**src/rtl/uart_debug_pkg.sv**
```systemverilog
// rtl/uart_debug_pkg.sv - shared states, ASCII constants and hex helpers for the UART debug monitor
`timescale 1ns/1ps
package uart_debug_pkg;

    typedef enum logic [2:0] {
        S_IDLE,
        S_ADDR,
        S_DATA,
        S_EOL,
        S_SKIP,
        S_MEM,
        S_WAIT,
        S_REPLY
    } state_t;

    localparam logic [7:0] CH_CR   = 8'h0D;
    localparam logic [7:0] CH_LF   = 8'h0A;
    localparam logic [7:0] CH_K    = 8'h4B;
    localparam logic [7:0] CH_QM   = 8'h3F;
    localparam logic [7:0] CH_T    = 8'h54;
    localparam logic [7:0] CH_R_UC = 8'h52;
    localparam logic [7:0] CH_R_LC = 8'h72;
    localparam logic [7:0] CH_W_UC = 8'h57;
    localparam logic [7:0] CH_W_LC = 8'h77;

    // Reply images are packed first-byte-lowest for the transmit queue.
    localparam logic [31:0] REPLY_OK  = {8'h00, CH_LF, CH_CR, CH_K};
    localparam logic [31:0] REPLY_ERR = {8'h00, CH_LF, CH_CR, CH_QM};
    localparam logic [31:0] REPLY_TMO = {8'h00, CH_LF, CH_CR, CH_T};

    // Bit 4 is the valid flag, bits 3:0 the decoded nibble.
    function automatic logic [4:0] hex2nib(input logic [7:0] ch);
        logic [4:0] r;
        r = 5'd0;
        if (ch >= 8'h30 && ch <= 8'h39)
            r = {1'b1, ch[3:0]};
        else if ((ch >= 8'h41 && ch <= 8'h46) || (ch >= 8'h61 && ch <= 8'h66))
            r = {1'b1, ch[3:0] + 4'd9};
        return r;
    endfunction

    function automatic logic [7:0] nib2hex(input logic [3:0] n);
        logic [7:0] r;
        r = (n < 4'd10) ? (8'h30 + {4'h0, n}) : (8'h37 + {4'h0, n});
        return r;
    endfunction

endpackage

```
**src/rtl/uart_debug_txq.sv**
```systemverilog
// rtl/uart_debug_txq.sv - four-byte reply queue driving the transmitter strobe/busy handshake
`timescale 1ns/1ps
module uart_debug_txq
    import uart_debug_pkg::*;
(
    input  logic        CLK,
    input  logic        RESET,
    input  logic        load,
    input  logic [2:0]  load_count,
    input  logic [31:0] load_bytes,
    input  logic        TX_BUSY,
    output logic [7:0]  TX_DATA,
    output logic        TX_STROBE,
    output logic        done
);

    logic [31:0] bytes_q;
    logic [2:0]  remaining;
    logic        cooldown;
    logic        active;

    always_ff @(posedge CLK) begin
        if (RESET) begin
            bytes_q   <= '0;
            remaining <= '0;
            cooldown  <= 1'b0;
            active    <= 1'b0;
            TX_DATA   <= '0;
            TX_STROBE <= 1'b0;
            done      <= 1'b0;
        end else begin
            TX_STROBE <= 1'b0;
            done      <= 1'b0;
            if (load) begin
                bytes_q   <= load_bytes;
                remaining <= load_count;
                cooldown  <= 1'b0;
                active    <= 1'b1;
            end else if (active) begin
                // TX_BUSY lags the strobe by a cycle, so skip one sample after each send.
                if (cooldown) begin
                    cooldown <= 1'b0;
                end else if (remaining == 3'd0) begin
                    done   <= 1'b1;
                    active <= 1'b0;
                end else if (!TX_BUSY) begin
                    TX_DATA   <= bytes_q[7:0];
                    TX_STROBE <= 1'b1;
                    bytes_q   <= {8'h00, bytes_q[31:8]};
                    remaining <= remaining - 3'd1;
                    cooldown  <= 1'b1;
                end
            end
        end
    end

endmodule

```
**src/rtl/uart_debug_monitor.sv**
```systemverilog
// rtl/uart_debug_monitor.sv - ASCII peek/poke command engine bridging the UART to a RAM request port
`timescale 1ns/1ps
module uart_debug_monitor
    import uart_debug_pkg::*;
#(
    parameter int ADDR_HEX  = 6,
    parameter int TIMEOUT   = 1_080_000,
    parameter int TIMEOUT_W = $clog2(TIMEOUT + 1)
) (
    input  logic                    CLK,
    input  logic                    RESET,
    input  logic [7:0]              RX_DATA,
    input  logic                    RX_VALID,
    output logic [7:0]              TX_DATA,
    output logic                    TX_STROBE,
    input  logic                    TX_BUSY,
    output logic [4*ADDR_HEX-1:0]   RAM_ADDR,
    output logic [7:0]              RAM_DIN,
    output logic                    RAM_OE_n,
    output logic                    RAM_WE_n,
    input  logic [7:0]              RAM_DOUT,
    input  logic                    RAM_ACK_n,
    output logic                    BUSY
);

    localparam int AW    = 4 * ADDR_HEX;
    localparam int CNT_W = $clog2(ADDR_HEX + 1);

    state_t               state;
    logic [AW-1:0]        addr_q;
    logic [7:0]           data_q;
    logic [CNT_W-1:0]     digit_cnt;
    logic                 is_write;
    logic [TIMEOUT_W-1:0] timer;

    logic                 q_load;
    logic [2:0]           q_count;
    logic [31:0]          q_bytes;
    logic                 q_done;

    logic [4:0]           rx_hex;
    logic                 rx_byte;
    logic                 rx_cr;

    assign rx_hex  = hex2nib(RX_DATA);
    assign rx_byte = RX_VALID && (RX_DATA != CH_LF);
    assign rx_cr   = (RX_DATA == CH_CR);
    assign BUSY    = (state != S_IDLE);

    always_ff @(posedge CLK) begin
        if (RESET) begin
            state     <= S_IDLE;
            addr_q    <= '0;
            data_q    <= '0;
            digit_cnt <= '0;
            is_write  <= 1'b0;
            timer     <= '0;
            q_load    <= 1'b0;
            q_count   <= '0;
            q_bytes   <= '0;
            RAM_ADDR  <= '0;
            RAM_DIN   <= '0;
            RAM_OE_n  <= 1'b1;
            RAM_WE_n  <= 1'b1;
        end else begin
            q_load <= 1'b0;
            case (state)
                S_IDLE: if (rx_byte) begin
                    if (RX_DATA == CH_R_UC || RX_DATA == CH_R_LC) begin
                        is_write  <= 1'b0;
                        digit_cnt <= '0;
                        state     <= S_ADDR;
                    end else if (RX_DATA == CH_W_UC || RX_DATA == CH_W_LC) begin
                        is_write  <= 1'b1;
                        digit_cnt <= '0;
                        state     <= S_ADDR;
                    end else if (!rx_cr) begin
                        state <= S_SKIP;
                    end
                end
                S_ADDR: if (rx_byte) begin
                    if (rx_hex[4]) begin
                        addr_q    <= {addr_q[AW-5:0], rx_hex[3:0]};
                        digit_cnt <= digit_cnt + CNT_W'(1);
                        if (digit_cnt == CNT_W'(ADDR_HEX - 1)) begin
                            digit_cnt <= '0;
                            state     <= is_write ? S_DATA : S_EOL;
                        end
                    end else if (rx_cr) begin
                        q_load  <= 1'b1;
                        q_count <= 3'd3;
                        q_bytes <= REPLY_ERR;
                        state   <= S_REPLY;
                    end else begin
                        state <= S_SKIP;
                    end
                end
                S_DATA: if (rx_byte) begin
                    if (rx_hex[4]) begin
                        data_q    <= {data_q[3:0], rx_hex[3:0]};
                        digit_cnt <= digit_cnt + CNT_W'(1);
                        if (digit_cnt == CNT_W'(1))
                            state <= S_EOL;
                    end else if (rx_cr) begin
                        q_load  <= 1'b1;
                        q_count <= 3'd3;
                        q_bytes <= REPLY_ERR;
                        state   <= S_REPLY;
                    end else begin
                        state <= S_SKIP;
                    end
                end
                // Request goes out on the CR edge itself; MEM is the first cycle of the wait window.
                S_EOL: if (rx_byte) begin
                    if (rx_cr) begin
                        RAM_ADDR <= addr_q;
                        RAM_DIN  <= data_q;
                        RAM_OE_n <= is_write;
                        RAM_WE_n <= !is_write;
                        timer    <= TIMEOUT_W'(TIMEOUT);
                        state    <= S_MEM;
                    end else begin
                        state <= S_SKIP;
                    end
                end
                S_SKIP: if (rx_byte && rx_cr) begin
                    q_load  <= 1'b1;
                    q_count <= 3'd3;
                    q_bytes <= REPLY_ERR;
                    state   <= S_REPLY;
                end
                S_MEM, S_WAIT: begin
                    if (!RAM_ACK_n) begin
                        RAM_OE_n <= 1'b1;
                        RAM_WE_n <= 1'b1;
                        q_load   <= 1'b1;
                        if (is_write) begin
                            q_count <= 3'd3;
                            q_bytes <= REPLY_OK;
                        end else begin
                            q_count <= 3'd4;
                            q_bytes <= {CH_LF, CH_CR, nib2hex(RAM_DOUT[3:0]), nib2hex(RAM_DOUT[7:4])};
                        end
                        state <= S_REPLY;
                    end else if (timer == TIMEOUT_W'(1)) begin
                        RAM_OE_n <= 1'b1;
                        RAM_WE_n <= 1'b1;
                        q_load   <= 1'b1;
                        q_count  <= 3'd3;
                        q_bytes  <= REPLY_TMO;
                        state    <= S_REPLY;
                    end else begin
                        timer <= timer - TIMEOUT_W'(1);
                        state <= S_WAIT;
                    end
                end
                S_REPLY: if (q_done) state <= S_IDLE;
                default: state <= S_IDLE;
            endcase
        end
    end

    uart_debug_txq u_txq (
        .CLK        (CLK),
        .RESET      (RESET),
        .load       (q_load),
        .load_count (q_count),
        .load_bytes (q_bytes),
        .TX_BUSY    (TX_BUSY),
        .TX_DATA    (TX_DATA),
        .TX_STROBE  (TX_STROBE),
        .done       (q_done)
    );

endmodule

```
**config.mk**
```make
export PLATFORM = sky130hd
export DESIGN_NAME = uart_debug_monitor
export DESIGN_NICKNAME = d
export VERILOG_FILES = /design/src/rtl/uart_debug_pkg.sv /design/src/rtl/uart_debug_txq.sv /design/src/rtl/uart_debug_monitor.sv
export SDC_FILE = /design/constraint.sdc
export NUM_CORES = 1
export LEC_CHECK = 0
export BUFFER_PORTS_ARGS = -buffer_cell sky130_fd_sc_hd__buf_2
export CAP_MARGIN = 10
export CORE_MARGIN = 2
export CORE_UTILIZATION = 48
export CTS_CLUSTER_SIZE = 30
export DETAILED_ROUTE_END_ITERATION = 16
export GPL_ROUTABILITY_DRIVEN = 0
export PLACE_DENSITY_LB_ADDON = 0.12
export SETUP_SLACK_MARGIN = 0.2
export SYNTH_ARGS = -nofsm -noshare
export SYNTH_HDL_FRONTEND = slang
export SYNTH_HIERARCHICAL = 1
export SYNTH_SLANG_ARGS = --single-unit
export TNS_END_PERCENT = 50
```
**constraint.sdc**
```tcl
create_clock -name CLK -period 3.7 [get_ports CLK]
set_input_delay 0.925 -clock CLK [delete_from_list [all_inputs] [get_ports CLK]]
set_output_delay 0.925 -clock CLK [all_outputs]
set_load 0.05 [all_outputs]
```
Yosys cells after proc, flatten, opt, wreduce, memory -nomap -nowiden
Index checks and enable logic that the tools add are counted.
{"block": "totals", "elab_cells": 200, "input_bits": 21, "out_inout_bits": 44, "register_bits": 177}
{"block": "classes", "bitwise_logic": 5, "reduce_logical": 33, "muxes": 88, "order_cmp": 8, "n_eq_ne": 38, "add_sub_neg": 8}
{"cell": "32-bit 2-to-1 mux", "n": 11}
{"cell": "3-bit 2-to-1 mux", "n": 33}
{"cell": "32-bit one-hot mux with 3 select lines", "n": 1}
{"cell": "21-bit 2-to-1 mux", "n": 4}
{"cell": "21-bit one-hot mux with 2 select lines", "n": 1}
{"cell": "8-bit by 7-bit == test with 1-bit output (second input constant)", "n": 4}
{"cell": "6-bit by 4-bit adder with 7-bit output (first input constant)", "n": 4}
{"cell": "28-bit 2-to-1 mux", "n": 1}
{"cell": "1-bit 2-to-1 mux", "n": 26}
{"cell": "2-bit != test (second input constant)", "n": 13}
{"cell": "21-bit by 1-bit == test with 1-bit output (second input constant)", "n": 1}
{"cell": "3-bit one-hot mux with 7 select lines", "n": 1}
{"cell": "21-bit by 1-bit subtractor with 21-bit output (second input constant)", "n": 1}
{"cell": "3-bit one-hot mux with 3 select lines", "n": 2}
{"cell": "8-bit by 7-bit >= comparator with 1-bit output (second input constant)", "n": 2}
{"cell": "8-bit by 7-bit <= comparator with 1-bit output (second input constant)", "n": 2}
{"cell": "3-bit == test (second input constant)", "n": 5}
{"cell": "7-bit 2-to-1 mux", "n": 2}
{"cell": "3-bit != test (second input constant)", "n": 4}
{"cell": "3-bit AND reduction", "n": 4}
{"cell": "5-bit 2-to-1 mux", "n": 2}
{"cell": "5-bit AND reduction", "n": 2}
{"cell": "9-bit AND reduction", "n": 1}
{"cell": "3-bit nonzero test", "n": 3}
{"cell": "27 further kinds", "n": 50}

Depth between registers and ports, before layout
Gate-level depths: netlist of run 1.
{"block": "depth", "depth_word": 8, "mapped_depth": 9, "mapped_depth_nobuf": 7}

Modules after synthesis
The synthesis of run 1 kept the hierarchy.
{"module": "uart_debug_monitor", "cells_per_inst": 645, "area_per_inst_um2": 5200.0, "instances": 1}
{"module": "uart_debug_txq", "cells_per_inst": 254, "area_per_inst_um2": 2250.9, "instances": 1}

Least setup slack after synthesis of run 1
OpenSTA, ideal clock, no wires.
{"block": "synth_timing", "path_type": "input to register", "startpoint": "in RX_DATA[3]", "endpoint": "reg state[2]", "arrival_ps": 2757, "path_stages": 6, "required_ps": 3584, "setup_time_ps": 116, "n_path_buf": 1, "slack_ps": 826, "cell_sequence": "buf_6 or4b_4 or3_4 a311oi_1 nor4_1 a31o_2"}
{"block": "synth_between", "elab_chain_len": 8, "word_cells_on_any_way": 39, "classes_between": "6 x order compare; 14 x eq/ne; 10 x mux; 9 x reduce/logical"}
{"item": "start: declaration", "line": "uart_debug_monitor.sv:12", "source": "input logic [7:0] RX_DATA,"}
{"item": "8-bit by 7-bit >= comparator with 1-bit output or 8-bit by 7-bit <= comparator with 1-bit output (tied branches)", "line": "uart_debug_pkg.sv:37", "source": "else if ((ch >= 8'h41 && ch <= 8'h46) || (ch >= 8'h61 && ch <= 8'h66))"}
{"item": "1-bit logical AND", "line": "uart_debug_pkg.sv:37"}
{"item": "1-bit logical OR", "line": "uart_debug_pkg.sv:37"}
{"item": "5-bit 2-to-1 mux", "line": "uart_debug_pkg.sv:37"}
{"item": "5-bit 2-to-1 mux", "line": "uart_debug_pkg.sv:35", "source": "if (ch >= 8'h30 && ch <= 8'h39)"}
{"item": "3-bit 2-to-1 mux (on tied branches)", "line": "uart_debug_monitor.sv:99, uart_debug_monitor.sv:82"}
{"item": "3-bit 2-to-1 mux (on tied branches)", "line": "uart_debug_monitor.sv:98, uart_debug_monitor.sv:81"}
{"item": "3-bit one-hot mux with 7 select lines", "line": "uart_debug_monitor.sv:67", "source": "case (state)"}
{"item": "end signal: assignment", "line": "uart_debug_monitor.sv:87", "source": "state <= is_write ? S_DATA : S_EOL;"}
{"item": "end: declaration", "line": "uart_debug_monitor.sv:29", "source": "state_t state;"}
Parallel ways exist; a longest one is shown, timed or not. The select of a mux whose other input is x is not followed.
A chain may end at the register's enable or synchronous reset.

Worst setup path after layout of run 1
Same ends and word-level chain as after synthesis.

==> flow_summary.toml, run 1 <==
[synth]
synth_edf_count = 0
syn_area_sq_mm = 0.00745
syn_area_per_cell_sq_um = 8.29
yosysUniqueCellTypes = 75
synth_seq_area_share = 0.427
synthArstFlopShare = 0
synthCells = 899
synth-seq-cells = 159
yosys_warnings = 6
ys.flop_type = "dfxtp_1"

[routing]
drt_wl_total_um = 17900
wl_per_cell_um = 15.7
drt_iter0_drc = 409
ant_nets = 0
drc_errors = 0
vias = 6587
vias_per_cell = 5.78
drt-pass1-iter-count = 6

[clocking]
htreeDepth = 4
clk_latency_ns = 0.42
numCtsBuffers = 17
cts_hold_buffers = 0
cts_tree = "yes"
cts.sinks = 159
postCtsSetupRepairBufs = 0
ctsResizeCount = 0
clk_pin_slew_ns = 0.06
clock_path_buffers = 2
cts_root_buf = "clkbuf_16"

[sta]
finalHoldViolations = 0
max_freq_mhz = 371
worst_slew_pin_slew_ns = 1.03
rsz0062_at_grt = "no"
setup_violations = 0
slew_headroom = 0.310
finalCriticalPeriod_ns = 2.70
fin_crit_sh = 0.729
skew_ns = 0.00862
drv_slew = 0
tns_ns = 0

[cells_and_area]
drive_above_1_share = 0.145
final_cell_count_no_fill = 1140
fillCellCount = 1436
area_delta_synth_final_pct = 13.8
fin_util = 0.558
fin_nets = 972
diodes = 0

[floorplan]
die_y_um = 129
die_area_sq_mm = 0.0165
rows = 45
ioPinCount = 65
core-area_sq_mm = 0.0152
die-width_um = 129
start_util = 0.490

[global_route]
grt_pass1_vias = 6177
grtUsageTotal = 0.224
grt_overflow_total = 0
antenna_found_initial = 0
grt_max_degree = 76
grt_pass1_wl_um = 30200

[setup_path]
crit_path_start_kind = "input port"
regToRegSetupSlack_ns = 1.08
r2r-start = "state[0]"
crit_fanout = 10
path_class = "input port to flip-flop"
crit_path_start = "RX_DATA[3]"
endpoint_kind = "flip-flop"
r2r_end = "timer[8]"
endpoint = "state[2]"
reg2regPathDepth = 5
cp.required_ns = 4.01
arrival_ns = 3.01

[worst_hold_path]
hp-class = "flip-flop to flip-flop"
hold_depth = 2

[placement]
dp_cells = 1108
portBuffers = 64
hpwl_um = 11800

[run]
maxCapViolCount = 0

[pwr]
p_leak_uw = 0.00315
irDropWorstVdd_uv = 364
power.density_mw_per_mm2 = 482

[run_status]
status = "complete, no violations"
layout by cell type, fill, tap and decap left out, types with 6 or more instances in the layout:
cell | synthesis | layout
nand4_1 | 13 | 13
nor4_1 | 10 | 9
a2111oi_0 | 7 | 7
a31o_2 | 7 | 7
nand3_1 | 12 | 12
o31ai_1 | 20 | 20
a311oi_1 | 19 | 19
nand2_1 | 145 | 145
and3_1 | 6 | 6
o311ai_0 | 8 | 8
o21a_1 | 8 | 8
inv_1 | 26 | 26
mux2i_1 | 19 | 19
nor3_1 | 24 | 24
xor2_1 | 10 | 10
nor2_1 | 65 | 65
conb_1 | 1 | 12
dfxtp_1 | 159 | 159
o211ai_1 | 7 | 7
buf_4 | 3 | 18
nor2b_1 | 10 | 10
o21ai_0 | 18 | 18
nand2b_1 | 21 | 21
buf_2 | 12 | 63
ha_1 | 12 | 12
or4_1 | 7 | 7
a211oi_1 | 6 | 6
a21oi_1 | 100 | 100
o311a_1 | 8 | 8
or3_1 | 8 | 8
clkbuf_16 | 0 | 17
cell usage after synthesis, types with 7 or more instances:
cell	count	area, sq um
a2111oi_0	7	61.3
a21oi_1	100	500
a311oi_1	19	166
a31o_2	7	61.3
buf_2	12	60.1
clkbuf_1	47	176
dfxtp_1	159	3180
ha_1	12	150
inv_1	26	97.6
mux2i_1	19	190
nand2_1	145	544
nand2b_1	21	131
nand3_1	12	60.1
nand4_1	13	81.3
nor2_1	65	244
nor2b_1	10	62.6
nor3_1	24	120
nor4_1	10	62.6
o211ai_1	7	52.6
o21a_1	8	60.1
o21ai_0	18	90.1
o311a_1	8	80.1
o311ai_0	8	70.1
o31ai_1	20	150
or3_1	8	50.1
or4_1	7	52.6
xor2_1	10	87.6
report_power, final:
part	switching [uW]	internal, uW	total [uW]
sequential	54.7	1750	1810
combinational	314	172	486
clock	717	1080	1790
total	1090	3000	4090
state kept, by name, summed over array words and instances, names as in the netlist:
register / cells
data_q: 8
u_txq/TX_DATA: 8
RAM_OE_n: 1
RAM_WE_n: 1
u_txq/TX_STROBE: 1
q_count: 1
u_txq/bytes_q: 32
RAM_ADDR: 24
u_txq/remaining: 3
is_write: 1
RAM_DIN: 8
state: 3
q_bytes: 16
u_txq/cooldown: 1
u_txq/active: 1
q_load: 1
timer: 21
addr_q: 24
digit_cnt: 3
u_txq/done: 1
kinds of logic after synthesis:
| logic type | count (synthesis) | synth area share |
|---|---|---|
| AND/OR/NAND/NOR | 349 | 0.229 |
| AO/OA/AOI/OAI | 246 | 0.225 |
| flip-flops | 159 | 0.427 |
| buffers and inverters | 99 | 0.0556 |
| multiplexers | 19 | 0.0255 |
| XOR/XNOR | 14 | 0.0165 |
| adder cells (fa/ha/maj) | 12 | 0.0202 |
| other | 1 | 0.000503 |
routing by layer:
metal	GRT usage	routed length [um]
met1	0.307	8720
met2	0.358	8170
met5	0	0
met3	0.0462	721
met4	0.0659	264
critical path, stage by stage:
cell      delay, ns
buf_2          0.16
or4b_4         0.58
or3_4          0.42
a311oi_1       0.54
nor4_1         0.11
a31o_2         0.27
how the worst min path moves through the flow:
stage,from,to,slack [ns]
global route,RAM_DIN[4],RAM_DIN[4],0.47
detailed placement,RAM_ADDR[13],RAM_ADDR[13],0.44
finish,RAM_DIN[7],RAM_DIN[7],0.45
global placement,RAM_ADDR[17],RAM_ADDR[17],0.44
floorplan,addr_q[20],addr_q[20],0.43
CTS,RAM_DIN[2],RAM_DIN[2],0.45
stage by stage:
step	worst slack (ns)	power, uW	area [sq um]	hold slack, ns
6_report	1.00	4090	8480	0.451
5_1_grt	0.824	4250	8480	0.469
4_1_cts	1.05	4110	8480	0.453
3_5_place_dp	0.610	2320	7880	0.442
3_3_place_gp	0.638	2320	7880	0.438
2_1_floorplan	0.826	2210	7490	0.432
cell type report:
cell class / instances / area [sq um] / share of cell area
multi-input cells: 652 / 3900 / 0.460
flip-flops and latches: 159 / 3180 / 0.375
repair buffers: 81 / 450 / 0.0531
clock buffers: 18 / 439 / 0.0518
well taps: 188 / 235 / 0.0277
clock inverters: 14 / 164 / 0.0193
inverters: 28 / 105 / 0.0124
No activity file was read; power rests on OpenSTA's default activity.
==> inputs of run 2 (changes only) <==
- clock period: 3.7 -> 2.38 ns (I/O delays scaled with it)
==> run 2 against run 1 <==
Sequential cell count is the same. Sequential share of layout area fell by 1.7 points. Sequential power grew 54%. Setup slack worse by 0.74 ns. Largest power group is now the clock network.
==> flow_summary.toml, run 2 (synthesis gave the netlist of run 1 again) <==
[placement]
hpwl_um = 12100
portBuffers = 64
dp_cells = 1150

[global_route]
grt_overflow_total = 0
antenna_found_initial = 0
grt_pass1_vias = 6120
grtUsageTotal = 0.229
grt_pass1_wl_um = 30700
grt_max_degree = 133

[setup_path]
regToRegSetupSlack_ns = 0.30
crit_fanout = 6
path_class = "input port to flip-flop"
r2r_end = "RAM_ADDR[10]"
r2r-start = "state[0]"
arrival_ns = 2.44
crit_path_start_kind = "input port"
cp.required_ns = 2.70
reg2regPathDepth = 6
crit_path_start = "RX_DATA[7]"
endpoint_kind = "flip-flop"

[cells_and_area]
drive_above_1_share = 0.188
fin_nets = 1015
seq_area_sq_mm = 0.00318
fin_util = 0.584
area_delta_synth_final_pct = 19.2
final_common_cell = "dfxtp_1"
diodes = 0
largest-register = "u_txq/bytes_q"
layout_common_cells = "158 x dfxtp_1, 145 x nand2_1, 100 x a21oi_1, 65 x nor2_1, 62 x buf_2"
multi_input_comb_area_sq_mm = 0.00396
reg.largest.list = "u_txq/bytes_q (32), RAM_ADDR (24), addr_q (24)"
final_cell_count_no_fill = 1183
largest_reg_flops = 32
fillCellCount = 1396

[routing]
drt_iter0_drc = 507
drc_errors = 0
ant_nets = 0
vias_per_cell = 5.55
drt-pass1-iter-count = 5
drt_wl_total_um = 18400
vias = 6560
wl_per_cell_um = 15.6

[sta]
rsz0062_at_grt = "yes"
tns_ns = 0
max_freq_mhz = 472
slew_headroom = 0.519
setup_violations = 0
skew_ns = 0.00868
worst_slew_pin_slew_ns = 0.717
fin_crit_sh = 0.890
finalHoldViolations = 0
finalCriticalPeriod_ns = 2.12
drv_slew = 0

[pwr]
power.density_mw_per_mm2 = 732
p_leak_uw = 0.00338
power_uw = 6500
irDropWorstVdd_uv = 531

[run]
maxCapViolCount = 0

[clocking]
clk_pin_slew_ns = 0.07
clock_path_buffers = 2
clk_latency_ns = 0.43
cts_root_buf = "clkbuf_16"
htreeDepth = 4
cts_tree = "yes"
numCtsBuffers = 17
cts.sinks = 159

[floorplan]
die_y_um = 129
core-area_sq_mm = 0.0152
ioPinCount = 65
die-width_um = 129
die_area_sq_mm = 0.0165
rows = 45
start_util = 0.490

[worst_hold_path]
hold_path_end = "RAM_DIN[3]"
holdCritStartpoint = "RAM_DIN[3]"
hold_depth = 2
hp-class = "flip-flop to flip-flop"

[run_status]
status = "complete, no violations"
run 2: power by group:
group          internal [uW]  switching (uW)  total, uW
registers               2720            58.4       2780
clock network           1580            1210       2800
logic                    375             550        925
run 2: per-layer routing:
layer	part of all wire	global-route usage
met1	0.49	0.312
met2	0.46	0.369
met3	0.035	0.0478
met4	0.015	0.0691
met5	0	0
run 2: per-stage QoR:
stage / hold WS [ns] / cell area, sq um / worst slack, ns
after floorplan: 0.432 / 7500 / -0.0902
after global placement: 0.438 / 8220 / -0.160
after detailed placement: 0.442 / 8220 / -0.166
after CTS: 0.451 / 8830 / 0.201
after global routing: 0.468 / 8880 / 0.158
final: 0.449 / 8880 / 0.262
run 2: cell type report:
class | count | share of cell area
Clock buffer | 17 | 0.0479
Clock inverter | 15 | 0.0197
Inverter | 28 | 0.0118
Multi-Input combinational cell | 652 | 0.445
Sequential cell | 159 | 0.359
Tap cell | 188 | 0.0265
Timing Repair Buffer | 124 | 0.0902
run 2: worst max-delay path by stage:
stage / cells after the start / slack (ns) / to
after floorplan: 6 / -0.09 / digit_cnt[2]
after global placement: 6 / -0.16 / digit_cnt[2]
after detailed placement: 6 / -0.17 / digit_cnt[2]
after CTS: 4 / 0.20 / BUSY
after global routing: 5 / 0.16 / q_bytes[2]
final: 6 / 0.26 / state[2]
run 2: what timing repair did:
action / in CTS / in global routing
hold buffers: 0 / 0
pin swaps: 1 / 2
setup endpoints to repair: 5 / 36
resized for setup: 3 / 7
setup buffers: 0 / 1
run 2: worst max-delay path, cell delays in order:
cell and delay [ns]:
buf_2 0.12, or4b_4 0.56, or3_4 0.41, a311oi_2 0.40
nor4_1 0.10, a31o_2 0.25
==> inputs of run 3 (changes only) <==
- RECOVER_POWER: default -> 25
==> run 3 against run 2 <==
Combinational power is essentially flat. Sequential cell count is the same. Count of clock-buffer cells in the layout is the same. First-iteration DRC count grew 0.59%. Utilization shrank 0.40 points. Non-clock buffer count is the same. Clock power is essentially flat. Setup slack lost 0.036 ns. Clock skew is essentially flat. Sequential share of layout area grew 0.23 points.
==> flow_summary.toml, run 3 (synthesis gave the netlist of run 1 again) <==
[cells_and_area]
area_delta_synth_final_pct = 18.4
fin_nets = 1015
final_common_cell = "dfxtp_1"
largest_reg_flops = 32
largest-register = "u_txq/bytes_q"
drive_above_1_share = 0.147
layout_common_cells = "159 x dfxtp_1, 145 x nand2_1, 100 x a21oi_1, 65 x nor2_1, 59 x buf_4"
reg.largest.list = "u_txq/bytes_q (32), RAM_ADDR (24), addr_q (24)"
design_area_sq_mm = 0.00882
diodes = 0

[pwr]
power.density_mw_per_mm2 = 737
comb_power_share = 0.142
seqPwrFrac = 0.428
power_switching_uw = 1820
switching_share = 0.280
p_int_uw = 4680
power_frac_clock = 0.430
irDropWorstVdd_uv = 529
p_leak_uw = 0.00321

[routing]
drt_iter0_drc = 510
ant_nets = 0
drt-pass1-iter-count = 5
vias = 6601
drc_errors = 0
drt_wl_total_um = 18500
vias_per_cell = 5.58
wl_per_cell_um = 15.6

[sta]
skew_ns = 0.00849
finalCriticalPeriod_ns = 2.15
slew_headroom = 0.522
worst_slew_pin_slew_ns = 0.711
setup_violations = 0
fin_crit_sh = 0.905
max_freq_mhz = 464
finalHoldViolations = 0
layout_setup_ws_ns = 0.225
drv_slew = 0
hold_ws_ns = 0.452
rsz0062_at_grt = "yes"

[setup_path]
crit_fanout = 10
slowest_stage = "dfxtp_1"
regToRegSetupSlack_ns = 0.31
path_class = "flip-flop to output pin"
cp_slowest_stage_delay_ns = 0.40
reg2regPathDepth = 4
cpMostUsedCell = "buf_4"
cp.required_ns = 1.78
arrival_ns = 1.56
crit_path_start_kind = "flip-flop"
crit_chain = "buf_4 -> nor3_2 -> inv_1 -> buf_4"
r2r_end = "timer[9]"
r2r-start = "timer[2]"
endpoint_kind = "output pin"

[global_route]
grt_overflow_total = 0
grt_max_degree = 133
antenna_found_initial = 0
grt_pass1_wl_um = 30700
grt_pass1_vias = 6120
grtUsageTotal = 0.229

[floorplan]
die_area_sq_mm = 0.0165
ioPinCount = 65
rows = 45
die_y_um = 129
start_util = 0.490
core-area_sq_mm = 0.0152
die-width_um = 129

[placement]
placement.cell_area_sq_mm = 0.00822
pre_cts_slack_ns = -0.166
portBuffers = 64
hpwl_um = 12100

[clocking]
clock_path_buffers = 2
cts_tree = "yes"
cts_hold_buffers = 0
clk_latency_ns = 0.43
cts_root_buf = "clkbuf_16"
cts.sinks = 159
clk_pin_slew_ns = 0.07
numCtsBuffers = 17
htreeDepth = 4

[worst_hold_path]
holdCritStartpoint = "RAM_DIN[7]"
hold_depth = 2
hold_path_end = "RAM_DIN[7]"
hp-class = "flip-flop to flip-flop"

[run_status]
status = "complete, no violations"

[run]
maxCapViolCount = 0
==> run 3: worst max path at each step <==
| stage | from | cells after the start | slack (ns) | end |
|---|---|---|---|---|
| finish | state[2] | 4 | 0.23 | BUSY |
| global route | state[2] | 4 | 0.10 | BUSY |
| CTS | state[2] | 4 | 0.20 | BUSY |
| detailed placement | RX_DATA[7] | 6 | -0.17 | digit_cnt[2] |
| global placement | RX_DATA[7] | 6 | -0.16 | digit_cnt[2] |
| floorplan | RX_DATA[3] | 6 | -0.09 | digit_cnt[2] |
==> run 3: cell type report <==
class                           instances  area [sq um]
Multi-Input combinational cell        652          3950
Inverter                               28           105
Timing Repair Buffer                  124           749
Fill cell                            1420          6380
Clock buffer                           17           425
Tap cell                              188           235
Sequential cell                       159          3180
Clock inverter                         15           175
==> run 3: repair_timing <==
action,in CTS,in global routing
resized for setup,3,7
setup endpoints to repair,5,36
setup buffers,0,1
endpoints found under the hold margin,0,0
pin swaps,1,2
==> run 3: critical path, delay by kind of cell, from the launching register on <==
| family | cells | cell delay (ns) |
|---|---|---|
| and+or+nand+nor | 1 | 0.21 |
| buffers and inverters | 3 | 0.52 |
| DFF | 1 | 0.40 |
==> run 3: layer usage <==
metal | wire, um | track usage | vias up
li1 | - | - | 3375
met2 | 8590 | 0.369 | 104
met1 | 9040 | 0.312 | 3100
met4 | 278 | 0.0691 | 0
met3 | 571 | 0.0478 | 22
met5 | 0 | 0 | -
==> run 3: power by group through the flow <==
stage | Sequential [uW] | Combinational, uW | Clock [uW]
2_1_floorplan | 2820 | 622 | 0
3_3_place_gp | 2840 | 873 | 0
3_5_place_dp | 2840 | 873 | 0
4_1_cts | 2780 | 887 | 2860
5_1_grt | 2790 | 1020 | 2960
6_report | 2780 | 924 | 2800
==> run 3: metrics by stage <==
| step | instances | TNS (ns) | total power [uW] | util |
|---|---|---|---|---|
| global route | 1183 | 0 | 6770 | 0.580 |
| floorplan | 910 | -0.156 | 3440 | - |
| CTS | 1182 | 0 | 6520 | 0.581 |
| finish | 1183 | 0 | 6500 | 0.580 |
| detailed placement | 1150 | -2.56 | 3710 | 0.541 |
| global placement | 1150 | -2.91 | 3710 | 0.541 |
